**src/rtl/mul_appr_booth_seq.sv**
```systemverilog
// Sequential radix-4 Booth multiplier, exact or low-column-truncated, result >>> SHIFT_WIDTH.
// Latency: WIDTH/2 cycles from accept to out_valid; one operation per WIDTH/2+2 cycles.
// Backpressure: in_ready only in IDLE (no buffering); result held in DONE until out_ready.
module mul_appr_booth_seq #(
    parameter int WIDTH       = 16,
    parameter int SHIFT_WIDTH = 8,
    parameter int APPR_COLS   = 8
) (
    input  logic                 clk,
    input  logic                 rst,
    input  logic                 in_valid,
    output logic                 in_ready,
    input  logic [WIDTH-1:0]     a,
    input  logic [WIDTH-1:0]     b,
    input  logic                 appr_en,
    output logic                 out_valid,
    input  logic                 out_ready,
    output logic [2*WIDTH-1:0]   out
);

    localparam int P     = 2 * WIDTH;
    localparam int NDIG  = WIDTH / 2;
    localparam int CNT_W = (NDIG > 1) ? $clog2(NDIG) : 1;

    localparam logic [CNT_W-1:0] LAST_DIG = CNT_W'(NDIG - 1);
    localparam logic [P-1:0]     ONE_P    = {{(P-1){1'b0}}, 1'b1};
    // Keeps the columns at and above APPR_COLS; APPR_COLS=0 keeps everything,
    // APPR_COLS=P clears everything (the shift then yields 0, minus one is all-ones).
    localparam logic [P-1:0]     KEEP_MASK = ~((ONE_P << APPR_COLS) - ONE_P);

    typedef enum logic [1:0] {
        S_IDLE = 2'd0,
        S_RUN  = 2'd1,
        S_DONE = 2'd2
    } state_t;

    state_t           state_q, state_d;
    logic [P-1:0]     a_sh_q, a_sh_d;    // sign-extended multiplicand, pre-shifted by 2i
    logic [WIDTH:0]   b_sh_q, b_sh_d;    // {b, 0}; low 3 bits are the current Booth triplet
    logic             appr_q, appr_d;
    logic [P-1:0]     acc_q, acc_d;
    logic [CNT_W-1:0] cnt_q, cnt_d;
    logic [P-1:0]     out_q, out_d;

    logic [2:0]       trip;
    logic [P-1:0]     pp;
    logic [P-1:0]     pp_eff;
    logic [P-1:0]     acc_sum;

    // State register
    always_ff @(posedge clk or posedge rst) begin
        if (rst) begin
            state_q <= S_IDLE;
        end else begin
            state_q <= state_d;
        end
    end

    // Next-state logic
    always_comb begin
        state_d = state_q;
        case (state_q)
            S_IDLE:  if (in_valid)          state_d = S_RUN;
            S_RUN:   if (cnt_q == LAST_DIG) state_d = S_DONE;
            S_DONE:  if (out_ready)         state_d = S_IDLE;
            default:                        state_d = S_IDLE;
        endcase
    end

    // Handshake outputs decoded from the state
    always_comb begin
        in_ready  = (state_q == S_IDLE);
        out_valid = (state_q == S_DONE);
        out       = out_q;
    end

    // Booth digit selection and partial-product accumulation for the current digit
    always_comb begin
        trip = b_sh_q[2:0];
        case (trip)
            3'b001, 3'b010: pp = a_sh_q;
            3'b011:         pp = a_sh_q << 1;
            3'b100:         pp = {P{1'b0}} - (a_sh_q << 1);
            3'b101, 3'b110: pp = {P{1'b0}} - a_sh_q;
            default:        pp = {P{1'b0}};
        endcase
        // Clearing low bits of a two's-complement value floors it, so approx <= exact.
        pp_eff  = appr_q ? (pp & KEEP_MASK) : pp;
        acc_sum = acc_q + pp_eff;
    end

    // Datapath next values: load on accept, step one digit per RUN cycle, latch result on exit
    always_comb begin
        a_sh_d = a_sh_q;
        b_sh_d = b_sh_q;
        appr_d = appr_q;
        acc_d  = acc_q;
        cnt_d  = cnt_q;
        out_d  = out_q;
        case (state_q)
            S_IDLE: begin
                if (in_valid) begin
                    a_sh_d = {{WIDTH{a[WIDTH-1]}}, a};
                    b_sh_d = {b, 1'b0};
                    appr_d = appr_en;
                    acc_d  = {P{1'b0}};
                    cnt_d  = {CNT_W{1'b0}};
                end
            end
            S_RUN: begin
                acc_d  = acc_sum;
                cnt_d  = cnt_q + CNT_W'(1);
                a_sh_d = a_sh_q << 2;
                b_sh_d = b_sh_q >> 2;
                if (cnt_q == LAST_DIG) begin
                    out_d = $signed(acc_sum) >>> SHIFT_WIDTH;
                end
            end
            default: ;
        endcase
    end

    // Datapath registers
    always_ff @(posedge clk or posedge rst) begin
        if (rst) begin
            a_sh_q <= {P{1'b0}};
            b_sh_q <= {(WIDTH+1){1'b0}};
            appr_q <= 1'b0;
            acc_q  <= {P{1'b0}};
            cnt_q  <= {CNT_W{1'b0}};
            out_q  <= {P{1'b0}};
        end else begin
            a_sh_q <= a_sh_d;
            b_sh_q <= b_sh_d;
            appr_q <= appr_d;
            acc_q  <= acc_d;
            cnt_q  <= cnt_d;
            out_q  <= out_d;
        end
    end

endmodule

```
**config.mk**
```make
export PLATFORM = sky130hd
export DESIGN_NAME = mul_appr_booth_seq
export DESIGN_NICKNAME = d
export VERILOG_FILES = /design/src/rtl/mul_appr_booth_seq.sv
export SDC_FILE = /design/constraint.sdc
export NUM_CORES = 1
export LEC_CHECK = 0
export BUFFER_PORTS_ARGS = -buffer_cell sky130_fd_sc_hd__buf_2
export CORE_UTILIZATION = 43
export CTS_CLUSTER_SIZE = 14
export DETAILED_ROUTE_END_ITERATION = 8
export MAX_ROUTING_LAYER = met4
export PLACE_DENSITY_LB_ADDON = 0.25
export SETUP_SLACK_MARGIN = 0.3
export SLEW_MARGIN = 20
export SYNTH_ARGS = -nofsm -noshare
export SYNTH_HDL_FRONTEND = slang
export SYNTH_SLANG_ARGS = --single-unit
```
**constraint.sdc**
```tcl
create_clock -name clk -period 5.48 [get_ports clk]
set_clock_uncertainty 0.05 [all_clocks]
set_input_delay 0.822 -clock clk [delete_from_list [all_inputs] [get_ports clk]]
set_output_delay 0.822 -clock clk [all_outputs]
set_load 0.01 [all_outputs]
```
==> results.json, run 1 <==
{
  "grt_max_degree": 102,
  "nNetsFinal": 1077,
  "fp-row-count": 49,
  "worstHoldPathType": "reg2reg",
  "synth-compound-area-share_pct": 24.4,
  "violations": "DRC",
  "grt_overflow_total": 0,
  "portBuffers": 70,
  "synth-xor-area-share_pct": 7.24,
  "syn-num-nets": 1064,
  "layout-drive-gt1-share_pct": 14.5,
  "place_inst": 1220,
  "outcome": "finished with violations",
  "place_ws_ns": 0.338,
  "worst_slack_ns": 0.543,
  "whs_path_depth": 2,
  "clock_latency_ns": 0.37,
  "max_slew_margin_pct": 35.6,
  "antenna_found_initial": 0,
  "ys_seq_area_share_pct": 34.8,
  "setup.worst_path.class": "reg2reg",
  "yosysWarnings": 0,
  "syn_area_sq_um": 7980,
  "ys_seq_elements": 111,
  "yosys.area.top_type": "dfrtp_1",
  "first_pass_iters": 7,
  "crit_path_end": "acc_q[31]",
  "r2r-start": "a_sh_q[2]",
  "maxSlewViolCount": 0,
  "cts_tree": "yes",
  "fin_crit_sh_pct": 90.1,
  "path_max_fanout": 10,
  "endpoint_kind": "flip-flop",
  "yosys.area.top_type_share_pct": 34.8,
  "ios": 71,
  "die_y_um": 138,
  "avgSynthCellArea_sq_um": 8.05,
  "syn_to_final_growth_pct": 10.4,
  "ys_types": 67,
  "path_clk_slew_ns": 0.08,
  "cts_max_path_buffers": 2,
  "cp.arrival_ns": 5.14,
  "instances_no_fill": 1239,
  "synth_flop_cell": "dfrtp_1",
  "dieArea_sq_um": 19100,
  "initial_utilization_pct": 44.1,
  "rrSetupSlack_ns": 0.54,
  "critPathLaunchType": "flip-flop",
  "rsz0062_at_grt": "false",
  "routabilityCongestion": 0.879,
  "register_area_sq_um": 2780,
  "post_synth_inst_count": 992,
  "ctsHtreeMaxLevel": 3,
  "cts_sinks": 111,
  "grt_first_pass_wirelength_mm": 36.1,
  "drc": 10,
  "synth.area.mux_share_pct": 2.16,
  "final-setup-viol-count": 0,
  "routedWlPerCell_um": 17.6,
  "antennaDiodeCount": 0,
  "cp.required_ns": 5.69,
  "multi_input_area_sq_um": 4860,
  "dp_hpwl_mm": 15.1,
  "fp.coreArea_sq_um": 18100,
  "drt_iter0_drc": 655,
  "synth_top_family_by_area": "compound AO/OA/AOI/OAI gates",
  "fill_cells": 1761,
  "whs_ns": 0.427,
  "avgViaCountPerCell": 5.87,
  "fmax_ghz": 0.203,
  "rr_worst_depth": 17,
  "die_width_um": 138,
  "reg2reg_to": "acc_q[31]",
  "synth-simple-area-share_pct": 20.3,
  "grt_pass1_vias": 6792,
  "root_buffer": "clkbuf_16",
  "worst_pin_slew_ns": 0.965,
  "maxCapViolCount": 0,
  "ys_top_cells_by_area": "dfrtp_1 (35%), nand2_1 (7.9%), o21ai_0 (5.9%), ha_1 (5.3%), xnor2_1 (4.4%)",
  "vias": 7273,
  "crit_path_start": "a_sh_q[2]",
  "wirelength_mm": 21.8,
  "hold_viol_final": 0,
  "cts_buffers": 9,
  "yosys.area_share.adder_pct": 5.58,
  "min_period_ns": 4.94,
  "synth_edf_count": 0,
  "synthArstFlopShare_pct": 100,
  "grt_usage_pct": 24.4,
  "setup_tns_ns": 0,
  "antenna_left": 0
}
==> cells by family after synthesis <==
group / count (synthesis)
AND/OR/NAND/NOR: 358
multiplexers: 17
XOR/XNOR: 66
adder cells (fa/ha/maj): 35
buffers and inverters: 107
AO/OA/AOI/OAI: 298
flip-flops: 111
==> per-stage QoR <==
step / util (%) / area [sq um]
2_1_floorplan: - / 7980
3_3_place_gp: 46.5 / 8410
3_5_place_dp: 46.5 / 8410
4_1_cts: 48.1 / 8710
5_1_grt: 48.7 / 8810
6_report: 48.7 / 8810
==> placed cells by master (no fill, tap or decap), types with 10 or more instances in the layout <==
cell      count
nand2_1     168
o22ai_1      10
nor3_1       11
a21o_1       14
nor2_1       74
a221oi_1     10
inv_1        13
nand3_1      25
a221o_1      16
xor2_1       26
dfrtp_1     109
xnor2_1      40
a31oi_1      47
buf_4        24
a21oi_1      40
a211oi_1     13
mux2i_1      15
buf_2        70
nand2b_1     12
o21ai_0      94
ha_1         33
==> critical path, stage by stage (launching register included) <==
cell and delay [ns]:
dfrtp_1 0.52, nor3_1 0.39, and3_1 0.37, nand2_2 0.15, nor4_1 0.51, xnor2_1 0.16, mux2_2 0.28, nand2_1 0.06
a31oi_1 0.10, ha_1 0.39, or2_2 0.31, a31o_2 0.24, a31oi_1 0.17, o21ai_0 0.11, a31oi_1 0.21, a21oi_1 0.13
or3_1 0.39, a32o_1 0.27
==> cell usage after synthesis, types with 3 or more instances <==
cell,n
a211oi_1,13
a21o_1,14
a21oi_1,40
a221o_1,16
a221oi_1,10
a22oi_1,7
a31oi_1,47
a32o_1,5
a32oi_1,4
a41o_1,3
and2_1,9
and3_1,4
buf_1,5
buf_4,8
clkbuf_1,76
dfrtp_1,111
ha_1,34
inv_1,14
mux2i_1,15
nand2_1,169
nand2b_1,13
nand3_1,25
nand4_1,7
nor2_1,75
nor2b_1,7
nor3_1,13
nor4_1,7
o211ai_1,3
o21a_1,3
o21ai_0,94
o22ai_1,10
o31ai_1,3
or2_2,7
or3_1,10
or4_1,5
xnor2_1,40
xor2_1,26
==> flip-flops by register name (all words and copies together) (netlist names) <==
name / count
out: 24
appr_q: 1
state_q: 2
cnt_q: 3
acc_q: 32
b_sh_q: 17
a_sh_q: 32
==> worst min-delay path by stage <==
stage | from | endpoint
4_1_cts | out[3] | out[3]
3_3_place_gp | out[13] | out[13]
2_1_floorplan | acc_q[14] | acc_q[14]
6_report | out[13] | out[13]
3_5_place_dp | out[3] | out[3]
5_1_grt | out[13] | out[13]
==> metal layers <==
metal	global-route usage [%]	vias to the layer above	share of wire, %
met4	9.76	0	2.5
met5	-	-	0
li1	-	3581	-
met3	3.50	29	4.8
met1	31.9	3456	46
met2	38.3	207	46
==> final cells by class <==
type	instances	share of cell area (%)
Multi-Input combinational cell	774	55.1
Sequential cell	111	31.5
Timing Repair Buffer	94	6.02
Tap cell	229	3.25
Clock buffer	9	2.56
Clock inverter	7	0.823
Inverter	15	0.667
==> repair_timing <==
action | in CTS | in global routing
buffers inserted | 0 | 3
hold buffers | 0 | 0
resized for setup | 0 | 16
setup endpoints to repair | 0 | 22
hold endpoints to repair | 0 | 0
Power of run 1 is not shown: default switching activity piles up to over one toggle a cycle in this logic, so the estimate is an artifact.
==> run 2: changes to the inputs <==
--- a/config.mk
+++ b/config.mk
@@ -6,7 +6,9 @@
 export NUM_CORES = 1
 export LEC_CHECK = 0
 export BUFFER_PORTS_ARGS = -buffer_cell sky130_fd_sc_hd__buf_2
+export CORE_ASPECT_RATIO = 0.9
 export CORE_UTILIZATION = 43
+export CTS_BUF_LIST = sky130_fd_sc_hd__clkbuf_4 sky130_fd_sc_hd__clkbuf_8
 export CTS_CLUSTER_SIZE = 14
 export DETAILED_ROUTE_END_ITERATION = 8
 export MAX_ROUTING_LAYER = met4
==> results.json, run 2 (synthesis results as in run 1) <==
{
  "avgViaCountPerCell": 5.70,
  "final-setup-viol-count": 0,
  "routedWlPerCell_um": 16.5,
  "antennaDiodeCount": 0,
  "vias": 7131,
  "setup_tns_ns": 0,
  "rsz0062_at_grt": "false",
  "path_max_fanout": 7,
  "clock_latency_ns": 0.39,
  "outcome": "finished, final reports clean",
  "drt_iter0_drc": 515,
  "cts_tree": "yes",
  "setup.worst_path.class": "reg2reg",
  "ctsHtreeMaxLevel": 3,
  "syn_to_final_growth_pct": 9.05,
  "crit_path_start": "a_sh_q[9]",
  "grt_first_pass_wirelength_mm": 33.7,
  "fill_cells": 1801,
  "cts_sinks": 111,
  "portBuffers": 70,
  "hold_viol_final": 0,
  "grt_usage_pct": 22.4,
  "dp_hpwl_mm": 14.5,
  "maxSlewViolCount": 0,
  "min_period_ns": 4.91,
  "reg2reg_to": "acc_q[31]",
  "cts_max_path_buffers": 2,
  "fin_crit_sh_pct": 89.6,
  "cp.arrival_ns": 5.14,
  "worst_pin_slew_ns": 0.944,
  "root_buffer": "clkbuf_8",
  "crit_path_end": "acc_q[31]",
  "layout-drive-gt1-share_pct": 14.7,
  "die_width_um": 146,
  "final_cell_mix": "nand2_1 (169), dfrtp_1 (109), o21ai_0 (93)",
  "final_common_cell": "nand2_1",
  "rrSetupSlack_ns": 0.57,
  "maxCapViolCount": 0,
  "rr_worst_depth": 17,
  "initial_utilization_pct": 44.6,
  "fp.coreArea_sq_um": 17900,
  "grt_max_degree": 102,
  "fmax_ghz": 0.204,
  "path_clk_slew_ns": 0.11,
  "dieArea_sq_um": 19100,
  "endpoint_kind": "flip-flop",
  "grt_overflow_total": 0,
  "ios": 71,
  "first_pass_iters": 5,
  "grt_pass1_vias": 6306,
  "routabilityCongestion": 0.911,
  "wirelength_mm": 20.6,
  "final_util_pct": 48.6,
  "antenna_left": 0,
  "critPathLaunchType": "flip-flop",
  "max_slew_margin_pct": 36.9,
  "nNetsFinal": 1078,
  "cp.required_ns": 5.71,
  "hold_buffers": 0,
  "fp-row-count": 46,
  "die_y_um": 131,
  "antenna_found_initial": 0,
  "cts_buffers": 9,
  "r2r-start": "a_sh_q[9]",
  "drc": 0,
  "worstHoldPathType": "reg2reg"
}
-- run 2: cell types whose count changed in the layout (fill, tap and decap cells not counted), moves of 2 or more --
cell | before | now
clkbuf_16 | 9 | 0
clkbuf_8 | 0 | 9
inv_8 | 3 | 0
nor3_1 | 11 | 9
nor3_2 | 1 | 3
nor4_2 | 3 | 5
-- run 2: per-layer routing --
metal | vias to the layer above | routed length (um) | global-route usage [%]
li1 | 3573 | - | -
met1 | 3348 | 10900 | 34.7
met2 | 192 | 8430 | 30.1
met3 | 18 | 995 | 3.09
met4 | 0 | 259 | 5.44
met5 | - | 0 | -
-- run 2: worst max-delay path, stage by stage, from the launching register on --
cell and delay [ns]:
dfrtp_2 0.47, or4_1 0.56, or3_1 0.34, or3_4 0.42
nor3_4 0.23, o21ai_0 0.10, a211oi_1 0.23, o21ai_0 0.13
o21ai_0 0.13, ha_1 0.33, a211o_1 0.31, a31o_2 0.25
a31oi_1 0.15, o21ai_0 0.10, a31oi_1 0.21, a21oi_1 0.11
or3_1 0.40, a32o_1 0.27
-- run 2: worst min-delay path by stage --
stage | slack, ns | start | endpoint | cells past startpoint
finish | 0.43 | out[15] | out[15] | 2
global route | 0.46 | out[15] | out[15] | 2
CTS | 0.44 | out[14] | out[14] | 2
detailed placement | 0.42 | out[14] | out[14] | 2
global placement | 0.41 | out[3] | out[3] | 2
floorplan | 0.41 | acc_q[14] | acc_q[14] | 2
-- run 2: stage by stage --
| stage | setup slack, ns | std cells | area [sq um] | hold WS, ns |
|---|---|---|---|---|
| 6_report | 0.568 | 1250 | 8700 | 0.434 |
| 2_1_floorplan | 0.654 | 992 | 7980 | 0.406 |
| 4_1_cts | 0.363 | 1241 | 8560 | 0.444 |
| 5_1_grt | 0.272 | 1250 | 8700 | 0.462 |
| 3_3_place_gp | 0.509 | 1226 | 8390 | 0.407 |
| 3_5_place_dp | 0.390 | 1226 | 8390 | 0.417 |
-- run 2: cell type report --
type,count,area (sq um),area share (%)
multi-input combinational,774,4860,55.8
sequential,111,2780,31.9
inverter,15,58.8,0.676
clock buffer,9,124,1.42
tap,240,300,3.45
clock inverter,6,45.0,0.518
timing repair buffer,95,538,6.18
-- run 2: repair_timing --
item | 4_1_cts | 5_1_grt
setup endpoints to repair | 0 | 20
setup buffers | 0 | 9
gates resized for setup | 0 | 17
Power of run 2 is left out for the same reason.
